--- config.mk ---
export PLATFORM = sky130hd
export DESIGN_NAME = dec_disp_scan_flat
export DESIGN_NICKNAME = d
export VERILOG_FILES = /design/src/rtl/dec_disp_if.sv /design/src/rtl/dec_disp_scan.sv /design/src/flat_wrapper.sv
export SDC_FILE = /design/constraint.sdc
export NUM_CORES = 1
export LEC_CHECK = 0
export ABC_AREA = 1
export CAP_MARGIN = 10
export CORE_MARGIN = 1.5
export CORE_UTILIZATION = 35
export DETAILED_ROUTE_END_ITERATION = 7
export PLACE_DENSITY = 0.66
export SKIP_LAST_GASP = 1
export SLEW_MARGIN = 40
export SYNTH_ARGS = -nofsm -noshare
export SYNTH_HDL_FRONTEND = slang
export SYNTH_SLANG_ARGS = --single-unit
--- constraint.sdc ---
create_clock -name clk -period 2.1 [get_ports clk]
set_clock_uncertainty 0.05 [all_clocks]
set_input_delay 0.42 -clock clk [delete_from_list [all_inputs] [get_ports clk]]
set_output_delay 0.42 -clock clk [all_outputs]
set_load 0.005 [all_outputs]
--- src/rtl/dec_disp_if.sv ---
// Display-side bus between the counter/select logic and the scanner.
// master: produces the digit word and blink selects, consumes the drives.
// slave : the scanner itself.
interface dec_disp_if;
  logic [15:0] DEC;
  logic [3:0]  BLINK_SEL;
  logic [3:0]  AN;
  logic [6:0]  SEG;

  modport master (output DEC, output BLINK_SEL, input AN, input SEG);
  modport slave  (input DEC, input BLINK_SEL, output AN, output SEG);
endinterface

--- src/rtl/dec_disp_scan.sv ---
// 4-digit multiplexed 7-segment scanner for the DEC[15:0] counter word.
// Digit 0 is leftmost and comes from DEC[15:12]. The word is snapshotted
// once per scan frame so a digit never tears mid-frame. Digits marked in
// BLINK_SEL blink with a half-period of BLINK_FRAMES frames.
// Optional macro DEC_DISP_LZB_EN adds leading-zero blanking of digits 0..2.
module dec_disp_scan #(
  parameter int REFRESH_DIV    = 1000,
  parameter int BLINK_FRAMES   = 64,
  parameter bit SEG_ACTIVE_LOW = 1'b1
) (
  input  logic       clk,
  input  logic       rst,
  dec_disp_if.slave  disp
);

  localparam int DIV_W = (REFRESH_DIV > 1) ? $clog2(REFRESH_DIV) : 1;
  localparam int FRM_W = (BLINK_FRAMES > 1) ? $clog2(BLINK_FRAMES) : 1;
  localparam logic [DIV_W-1:0] DIV_LAST = DIV_W'(REFRESH_DIV - 1);
  localparam logic [FRM_W-1:0] FRM_LAST = FRM_W'(BLINK_FRAMES - 1);
  localparam logic [3:0] AN_OFF  = SEG_ACTIVE_LOW ? 4'hF : 4'h0;
  localparam logic [6:0] SEG_OFF = SEG_ACTIVE_LOW ? 7'h7F : 7'h00;

  // Active-high hex glyph, bit0 = segment a.
  function automatic logic [6:0] glyph(input logic [3:0] nib);
    logic [6:0] g;
    case (nib)
      4'h0: g = 7'h3F;
      4'h1: g = 7'h06;
      4'h2: g = 7'h5B;
      4'h3: g = 7'h4F;
      4'h4: g = 7'h66;
      4'h5: g = 7'h6D;
      4'h6: g = 7'h7D;
      4'h7: g = 7'h07;
      4'h8: g = 7'h7F;
      4'h9: g = 7'h6F;
      4'hA: g = 7'h77;
      4'hB: g = 7'h7C;
      4'hC: g = 7'h39;
      4'hD: g = 7'h5E;
      4'hE: g = 7'h79;
      default: g = 7'h71;
    endcase
    return g;
  endfunction

  // Nibble of the word for digit k (digit 0 is the most significant).
  function automatic logic [3:0] digit_of(input logic [15:0] word, input logic [1:0] k);
    logic [3:0] n;
    case (k)
      2'd0:    n = word[15:12];
      2'd1:    n = word[11:8];
      2'd2:    n = word[7:4];
      default: n = word[3:0];
    endcase
    return n;
  endfunction

  logic [DIV_W-1:0] div_cnt_q, div_cnt_d;
  logic [1:0]       idx_q, idx_d;
  logic [15:0]      shadow_q, shadow_d;
  logic [FRM_W-1:0] frame_cnt_q, frame_cnt_d;
  logic             blink_on_q, blink_on_d;
  logic [3:0]       an_q, an_d;
  logic [6:0]       seg_q, seg_d;

  logic tick;
  logic frame_end;
  logic blank;
  logic [3:0] an_hot;
  logic [6:0] seg_hot;

  assign tick      = (div_cnt_q == DIV_LAST);
  assign frame_end = tick && (idx_q == 2'd3);

  // Scan timing: refresh divider, digit index, frame snapshot and blink phase.
  always_comb begin
    div_cnt_d   = div_cnt_q + 1'b1;
    idx_d       = idx_q;
    shadow_d    = shadow_q;
    frame_cnt_d = frame_cnt_q;
    blink_on_d  = blink_on_q;
    if (tick) begin
      div_cnt_d = '0;
      idx_d     = idx_q + 2'd1;
    end
    if (frame_end) begin
      shadow_d = disp.DEC;
      if (frame_cnt_q == FRM_LAST) begin
        frame_cnt_d = '0;
        blink_on_d  = ~blink_on_q;
      end else begin
        frame_cnt_d = frame_cnt_q + 1'b1;
      end
    end
  end

  // Output drive for the currently selected digit; registered next edge.
  always_comb begin
    blank = disp.BLINK_SEL[idx_q] && !blink_on_q;
`ifdef DEC_DISP_LZB_EN
    // A digit is a leading zero when it and every digit left of it is 0.
    case (idx_q)
      2'd0:    blank = blank || (shadow_q[15:12] == 4'h0);
      2'd1:    blank = blank || (shadow_q[15:8] == 8'h00);
      2'd2:    blank = blank || (shadow_q[15:4] == 12'h000);
      default: blank = blank;
    endcase
`endif
    seg_hot = blank ? 7'h00 : glyph(digit_of(shadow_q, idx_q));
    an_hot  = 4'b0001 << idx_q;
    an_d    = SEG_ACTIVE_LOW ? ~an_hot : an_hot;
    seg_d   = SEG_ACTIVE_LOW ? ~seg_hot : seg_hot;
  end

  // State and output registers; reset blanks the display and restarts at digit 0.
  always_ff @(posedge clk) begin
    if (rst) begin
      div_cnt_q   <= '0;
      idx_q       <= 2'd0;
      shadow_q    <= 16'h0000;
      frame_cnt_q <= '0;
      blink_on_q  <= 1'b1;
      an_q        <= AN_OFF;
      seg_q       <= SEG_OFF;
    end else begin
      div_cnt_q   <= div_cnt_d;
      idx_q       <= idx_d;
      shadow_q    <= shadow_d;
      frame_cnt_q <= frame_cnt_d;
      blink_on_q  <= blink_on_d;
      an_q        <= an_d;
      seg_q       <= seg_d;
    end
  end

  assign disp.AN  = an_q;
  assign disp.SEG = seg_q;

endmodule

--- src/flat_wrapper.sv ---
// flat-port wrapper written by rule: the top's interface ports become plain ports
module dec_disp_scan_flat 
#(
  parameter int REFRESH_DIV    = 1000,
  parameter int BLINK_FRAMES   = 64,
  parameter bit SEG_ACTIVE_LOW = 1'b1
)
  (clk, rst, disp_DEC, disp_BLINK_SEL, disp_AN, disp_SEG);
  dec_disp_if disp_i ();
  input  logic clk;
  input  logic rst;
  input wire logic [$bits(disp_i.DEC)-1:0] disp_DEC;
  input wire logic [$bits(disp_i.BLINK_SEL)-1:0] disp_BLINK_SEL;
  output wire logic [$bits(disp_i.AN)-1:0] disp_AN;
  output wire logic [$bits(disp_i.SEG)-1:0] disp_SEG;
  assign disp_i.DEC = disp_DEC;
  assign disp_i.BLINK_SEL = disp_BLINK_SEL;
  assign disp_AN = disp_i.AN;
  assign disp_SEG = disp_i.SEG;
  dec_disp_scan #(.REFRESH_DIV(REFRESH_DIV), .BLINK_FRAMES(BLINK_FRAMES), .SEG_ACTIVE_LOW(SEG_ACTIVE_LOW)) u_core (.clk(clk), .rst(rst), .disp(disp_i));
endmodule
* Word-level counts from Yosys, hierarchy flattened *
Memories as Yosys holds them, arrays and structs flattened.
Index checks and enable logic that the tools add are counted.

word-level totals
  memories kept = 1
  input bits = 22
  output and inout bits = 11
  bits in registers = 46
  ROM bits = 112

memory list
  memory           words  width  read ports  clocked after memory_dff  wr ports  RTL line             RTL
  (no name shown)  16     7      1           0                         0         dec_disp_scan.sv:26  case (nib)

operators by class
  multiplexer cells = 5
  order comparisons = 1
  shift operators = 1
  equal/unequal tests = 5
  bitwise logic cells = 3
  add/subtract/negate cells = 3
  reductions and logical operators = 6

operator list
  operator                 number
  $pmux W4 S3              1
  $add A10 B1 Y10 const B  1
  $eq A10 B10 Y1 const B   1
  $mux W7                  1
  $not A7 Y7               1
  $add A6 B1 Y6 const B    1
  $eq A6 B6 Y1 const B     1
  $mux W6                  1
  $eq A2 B2 Y1 const B     2
  $not A4 Y4               1
  $shl A1 B2 Y4 const A    1
  $lt A2 B3 Y1 const B     1
  $add A2 B1 Y2 const B    1
  $bmux W1 S2              1
  $eq A2 B1 Y1 const B     1
  $logic_and A1 B1 Y1      2
  $logic_not A2 Y1         1
  $reduce_and A2 Y1        1
  $reduce_or A2 Y1         1
  $logic_not A1 Y1         1
  $mux W1                  1
  $not A1 Y1               1

* Logic depth before layout (Yosys ltp) *
  word-level depth = 5
  gate-level depth with buffers = 12
  gate-level depth less buffers = 12

* Worst setup path after synthesis *
OpenSTA, ideal clock, no wires.

  path type = register -> register
  start = register u_core.idx_q[0]
  end = register u_core.seg_q[1] (netlist: u_core.disp.SEG[1])
  period minus slack after synthesis = 2.108 ns
  buffers on the path = 0
  data arrival time = 1.943 ns
  slack = -0.008 ns
  cell stages (with the launch flop) = 13
  required time = 1.935 ns
  cell sequence = dfxtp_1 > inv_1 > ha_1 > nand2_1 > nand2_1 > o21ai_0 > inv_1 > ha_1 > inv_1 > nand2_1 > nand2_1 > nand2_1 > nand2_1

on the way
  longest elaborated chain between the ends = 5
  elaborated cells between the ends (all ways) = 10
  classes of those cells = 2 x eq/ne; 4 x mux; 1 x bitwise; 2 x reduce/logical; 1 x memory

ends and longest elaborated chain
  item                                                   RTL line                                   RTL
  start: declaration                                     dec_disp_scan.sv:60                        logic [1:0] idx_q, idx_d;
  start signal: assignment                               dec_disp_scan.sv:128                       idx_q <= idx_d;
  $eq A2 B2 Y1, or another cell as far along             dec_disp_scan.sv:50                        case (k)
  $pmux W4 S3 or $mux W1 (tied branches)                 dec_disp_scan.sv:50, dec_disp_scan.sv:100
  $mem_v2 Z16 W7 or $logic_and A1 B1 Y1 (tied branches)  -
  $mux W7 *                                              dec_disp_scan.sv:110                       seg_hot = blank ? 7'h00 : glyph(digit_of(shadow_q, idx_q));
  $not A7 Y7 *                                           dec_disp_scan.sv:113                       seg_d = SEG_ACTIVE_LOW ? ~seg_hot : seg_hot;
  end signal: assignment                                 dec_disp_scan.sv:133                       seg_q <= seg_d;
  end: declaration                                       dec_disp_scan.sv:65                        logic [6:0] seg_q, seg_d;

Every way passes the cells marked *; elsewhere a longest branch is shown, timed or not. The select of a mux whose other input is x is not followed.
A chain may end at the register's enable or synchronous reset.

* Final worst setup path *
  start = register u_core.idx_q[1]
  end = register u_core.seg_q[0] (netlist: u_core.disp.SEG[0])

Same word-level chain as after synthesis.

==> impl_results.html <==
<table>
<tr><th>Metric</th><th>Value</th></tr>
<tr><th colspan="2">Setup path</th></tr>
<tr><td>Worst setup EP type</td><td>flop</td></tr>
<tr><td>Launching element type of the critical path</td><td>flop</td></tr>
<tr><td>Maximum net fanout on the critical path</td><td>5</td></tr>
<tr><td>Library cell contributing the largest single delay on the critical path</td><td>dfxtp_1</td></tr>
<tr><td>Chain of cells forming the critical path</td><td>inv_1 -&gt; ha_1 -&gt; nand2_1 -&gt; nand2_1 -&gt; nor2_1 -&gt; nor2_1 -&gt; ha_1 -&gt; inv_1 -&gt; nor2_1 -&gt; a21oi_1 -&gt; nand2_1</td></tr>
<tr><td>Peak per-stage delay on the critical path</td><td>0.41 ns</td></tr>
<tr><td>Crit path DAT</td><td>2.05 ns</td></tr>
<tr><td>Setup Crit Path Kind</td><td>flop to flop</td></tr>
<tr><td>Data required, critical path</td><td>2.25 ns</td></tr>
<tr><th colspan="2">Global routing</th></tr>
<tr><td>Number of global-route vias before repair</td><td>1749</td></tr>
<tr><td>Initial antenna violation count</td><td>0</td></tr>
<tr><td>Total global routing track utilization</td><td>15.3%</td></tr>
<tr><td>Wire length of the first global-routing pass</td><td>7.96 mm</td></tr>
<tr><td>Total global routing overflow</td><td>0</td></tr>
<tr><td>Maximum number of pins on one net before global-route repair</td><td>24</td></tr>
<tr><th colspan="2">Clock tree</th></tr>
<tr><td>Post-CTS Hold Fix Bufs</td><td>0</td></tr>
<tr><td>Root Buffer</td><td>clkbuf_8</td></tr>
<tr><td>TritonCTS clock tree</td><td>yes</td></tr>
<tr><td>Clock slew at the register clock pins of the worst setup and hold paths</td><td>0.09 ns</td></tr>
<tr><td>Largest buffer count on any clock path</td><td>2</td></tr>
<tr><td>Insertion delay of the later-clocked pin in the worst-skew pair</td><td>0.30 ns</td></tr>
<tr><td>Number of buffers added by the clock tree synthesis step</td><td>5</td></tr>
<tr><td>CTS Sinks</td><td>46</td></tr>
<tr><td>Number of levels the H-tree was split into</td><td>2</td></tr>
<tr><th colspan="2">Synthesis</th></tr>
<tr><td>Dominant combinational cell family by area after synthesis</td><td>simple AND/OR/NAND/NOR gates</td></tr>
<tr><td>Adder-Cell Fraction of Synth Area</td><td>7.41%</td></tr>
<tr><td>Post-synthesis sequential area ratio</td><td>41.9%</td></tr>
<tr><td>Cell taking the most area after synthesis</td><td>dfxtp_1</td></tr>
<tr><td>Synthesized-area fraction occupied by ao, oa, aoi and oai cells</td><td>9.80%</td></tr>
<tr><td>Synth Register Bits</td><td>46</td></tr>
<tr><td>Gate count of the mapped netlist</td><td>304</td></tr>
<tr><td>Mapped Nets</td><td>339</td></tr>
<tr><td>Portion of netlist area occupied by mux cells</td><td>0%</td></tr>
<tr><td>Top area cells in the synthesized netlist</td><td>dfxtp_1, nand2_1, ha_1</td></tr>
<tr><td>Share of the synthesized netlist area taken by xor and xnor gates</td><td>1.60%</td></tr>
<tr><td>Leading register cell type out of synthesis</td><td>dfxtp_1</td></tr>
<tr><td>Warnings, synthesis</td><td>0</td></tr>
<tr><td>Post-synth EDFFs</td><td>0</td></tr>
<tr><td>Count of unique library cells instantiated by Yosys</td><td>28</td></tr>
<tr><td>Fraction of the mapped netlist area in simple logic gates</td><td>33.3%</td></tr>
<tr><td>Area share of the largest cell type after synthesis</td><td>41.9%</td></tr>
<tr><td>Asr flop ratio synth</td><td>0%</td></tr>
<tr><td>Netlist area before placement</td><td>2200 um^2</td></tr>
<tr><td>Mean instance size in the synthesized netlist</td><td>7.22 um^2</td></tr>
<tr><th colspan="2">Finish</th></tr>
<tr><td>Layout-stage area growth over the synthesis result</td><td>23.1%</td></tr>
<tr><td>Net total in the final layout</td><td>377</td></tr>
<tr><td>Share of the core filled with cells in the final layout</td><td>45.1%</td></tr>
<tr><td>Number of antenna repair diodes</td><td>0</td></tr>
<tr><td>Fraction of final layout cells sized beyond drive strength 1</td><td>8.16%</td></tr>
<tr><th colspan="2">Power</th></tr>
<tr><td>Leakage component of the power</td><td>1.08 nW</td></tr>
<tr><td>Peak VDD IR</td><td>0.000245 V</td></tr>
<tr><td>Internal portion of total power</td><td>1.18 mW</td></tr>
<tr><td>P per Cell Area</td><td>567 nW/um^2</td></tr>
<tr><td>Part of the total power dissipated in the clock network</td><td>36.3%</td></tr>
<tr><td>Sw Ratio</td><td>23.2%</td></tr>
<tr><td>Sw power</td><td>355 uW</td></tr>
<tr><td>Combinational Power Share</td><td>5.7%</td></tr>
<tr><td>Power share of the sequential group</td><td>58.0%</td></tr>
<tr><th colspan="2">Min path</th></tr>
<tr><td>Path class of the lowest-slack min-delay path</td><td>flop to flop</td></tr>
<tr><th colspan="2">Timing</th></tr>
<tr><td>Max Slew Vio Count</td><td>0</td></tr>
<tr><td>Setup tns final</td><td>0 ns</td></tr>
<tr><td>Setup-violating endpoint count in the final report</td><td>0</td></tr>
<tr><td>PnR worst setup slack</td><td>0.198 ns</td></tr>
<tr><td>Post-route minimum period</td><td>1.90 ns</td></tr>
<tr><td>Max-slew headroom at the worst pin</td><td>65.7%</td></tr>
<tr><td>Number of hold violations in the final report</td><td>0</td></tr>
<tr><td>Peak Freq</td><td>0.526 GHz</td></tr>
<tr><td>Final Hold Slack</td><td>0.408 ns</td></tr>
<tr><td>Setup repair after global routing missed its margin</td><td>false</td></tr>
<tr><td>Slew at the pin closest to its max-slew limit</td><td>0.513 ns</td></tr>
<tr><td>Fraction of the cycle the final worst path needs</td><td>90.6%</td></tr>
<tr><th colspan="2">Outcome</th></tr>
<tr><td>Result of the run</td><td>finished clean</td></tr>
<tr><th colspan="2">Placement</th></tr>
<tr><td>Worst slack at placement</td><td>0.176 ns</td></tr>
<tr><td>Estimated wirelength of the detail-placed design</td><td>3.48 mm</td></tr>
<tr><td>Number of buffers inserted by port buffering</td><td>32</td></tr>
<tr><td>Final Wtd Congestion</td><td>0.905</td></tr>
<tr><th colspan="2">Die</th></tr>
<tr><td>Core Footprint</td><td>5990 um^2</td></tr>
<tr><td>Effective utilization at floorplan</td><td>36.7%</td></tr>
<tr><td>Die area</td><td>6760 um^2</td></tr>
<tr><td>Die height</td><td>82.2 um</td></tr>
<tr><td>Cell Rows</td><td>28</td></tr>
<tr><td>Die width</td><td>82.2 um</td></tr>
<tr><td>Total I/O pin count</td><td>33</td></tr>
<tr><th colspan="2">Drt</th></tr>
<tr><td>Vias/cell</td><td>4.66</td></tr>
<tr><td>Via count</td><td>1946</td></tr>
<tr><td>Starting DRT DRC Count</td><td>112</td></tr>
<tr><td>Detail-routed net length per standard cell</td><td>11.0 um</td></tr>
<tr><td>DRT antenna net count</td><td>0</td></tr>
<tr><td>Count of unresolved DRC violations after routing</td><td>0</td></tr>
<tr><td>Total iterations of the first detailed-routing run</td><td>4</td></tr>
<tr><td>Routed wire length</td><td>4.60 mm</td></tr>
<tr><th colspan="2">Flow run</th></tr>
<tr><td># Max-Cap Violations</td><td>0</td></tr>
</table>
==> worst paths after layout <==
| path | from | endpoint | slack (ns) | depth (start not counted) |
|---|---|---|---|---|
| setup / recovery | u_core.idx_q[1] | u_core.disp.SEG[0] | 0.20 | 11 |
| hold / removal | u_core.div_cnt_q[0] | u_core.div_cnt_q[0] | 0.41 | 1 |
| setup reg to reg | u_core.idx_q[1] | u_core.disp.SEG[0] | 0.20 | 11 |
| hold reg to reg | u_core.div_cnt_q[0] | u_core.div_cnt_q[0] | 0.41 | 1 |
==> metrics by stage <==
| stage | instance area [um^2] | power, mW | std cells |
|---|---|---|---|
| after global placement | 2610 | 0.996 | 410 |
| after global routing | 2700 | 1.61 | 418 |
| final | 2700 | 1.53 | 418 |
| after detailed placement | 2610 | 0.997 | 410 |
| after CTS | 2700 | 1.56 | 418 |
| after floorplan | 2200 | 0.933 | 304 |
==> per-layer routing <==
metal / routed length, um / vias up / track usage [%] / share of wire [%]
met5: 0 / - / 0 / 0
met4: 72 / 0 / 6.10 / 1.6
met3: 162 / 6 / 4.07 / 3.5
met2: 2090 / 35 / 23.8 / 45
met1: 2280 / 860 / 20.0 / 49
li1: - / 1045 / - / -
==> synthesized netlist by cell type (2+ instances only) <==
cell / instances
nand2_1: 112
dfxtp_1: 46
a21oi_1: 27
nand3_1: 24
nor2_1: 20
inv_1: 19
ha_1: 13
o21ai_0: 6
nor3_1: 5
inv_2: 4
or2_2: 3
xor2_1: 3
buf_2: 2
buf_6: 2
clkbuf_1: 2
nand4_1: 2
nor2_4: 2
nor3b_1: 2
==> layout make-up <==
type                            count  area (um^2)
Fill cell                         617         3290
Clock inverter                      3         25.0
Tap cell                           75         93.8
Inverter                           24         90.1
Sequential cell                    46          922
Clock buffer                        5         68.8
Multi-Input combinational cell    228         1140
Timing Repair Buffer               37          358
==> registers in the layout (all words and copies together) (netlist names) <==
signal	flops
u_core.blink_on_q	1
u_core.idx_q	2
u_core.frame_cnt_q	6
u_core.disp.AN	4
u_core.shadow_q	16
u_core.div_cnt_q	10
u_core.disp.SEG	7
==> power by group through the flow <==
stage          logic [mW]  registers [mW]  clock network (mW)
2_1_floorplan      0.0236           0.909                   0
3_3_place_gp       0.0871           0.909                   0
3_5_place_dp       0.0877           0.910                   0
4_1_cts            0.0881           0.889               0.581
5_1_grt            0.0967           0.891               0.626
6_report           0.0871           0.889               0.557
==> repair_timing <==
action / in CTS / in global routing
buffers inserted: 0 / 0
setup endpoints to repair: 0 / 4
gates resized for setup: 0 / 1
==> cell usage in the layout (no fill, tap or decap), drive strengths merged <==
| cell | synthesis | final |
|---|---|---|
| inv | 23 | 24 |
| o22ai | 1 | 1 |
| nor4 | 1 | 1 |
| nor2 | 22 | 22 |
| nor3b | 2 | 2 |
| o21ai | 8 | 8 |
| o21bai | 1 | 1 |
| xor2 | 3 | 3 |
| dfxtp | 46 | 46 |
| nand2 | 113 | 113 |
| or2 | 3 | 3 |
| buf | 4 | 5 |
| nor3 | 5 | 5 |
| clkbuf | 2 | 5 |
| clkinvlp | 0 | 1 |
| clkinv | 1 | 2 |
| a21oi | 28 | 28 |
| nand3 | 25 | 25 |
| nand4 | 2 | 2 |
| ha | 13 | 13 |
| xnor2 | 1 | 1 |
| clkdlybuf4s50 | 0 | 32 |
==> critical path: cells and delay by family (launching register included) <==
kind | cells | cell delay (ns)
adders and majority gates | 2 | 0.49
AOI/OAI and AO/OA | 1 | 0.18
and+or+nand+nor | 6 | 0.45
buffers and inverters | 2 | 0.21
DFF | 1 | 0.41
==> kinds of logic after synthesis <==
family	count (synthesis)
and+or+nand+nor	173
DFF	46
AOI/OAI and AO/OA	38
buffers and inverters	30
adders and majority gates	13
xor gates and xnor gates	4
Power figures use the tool's default switching activity.
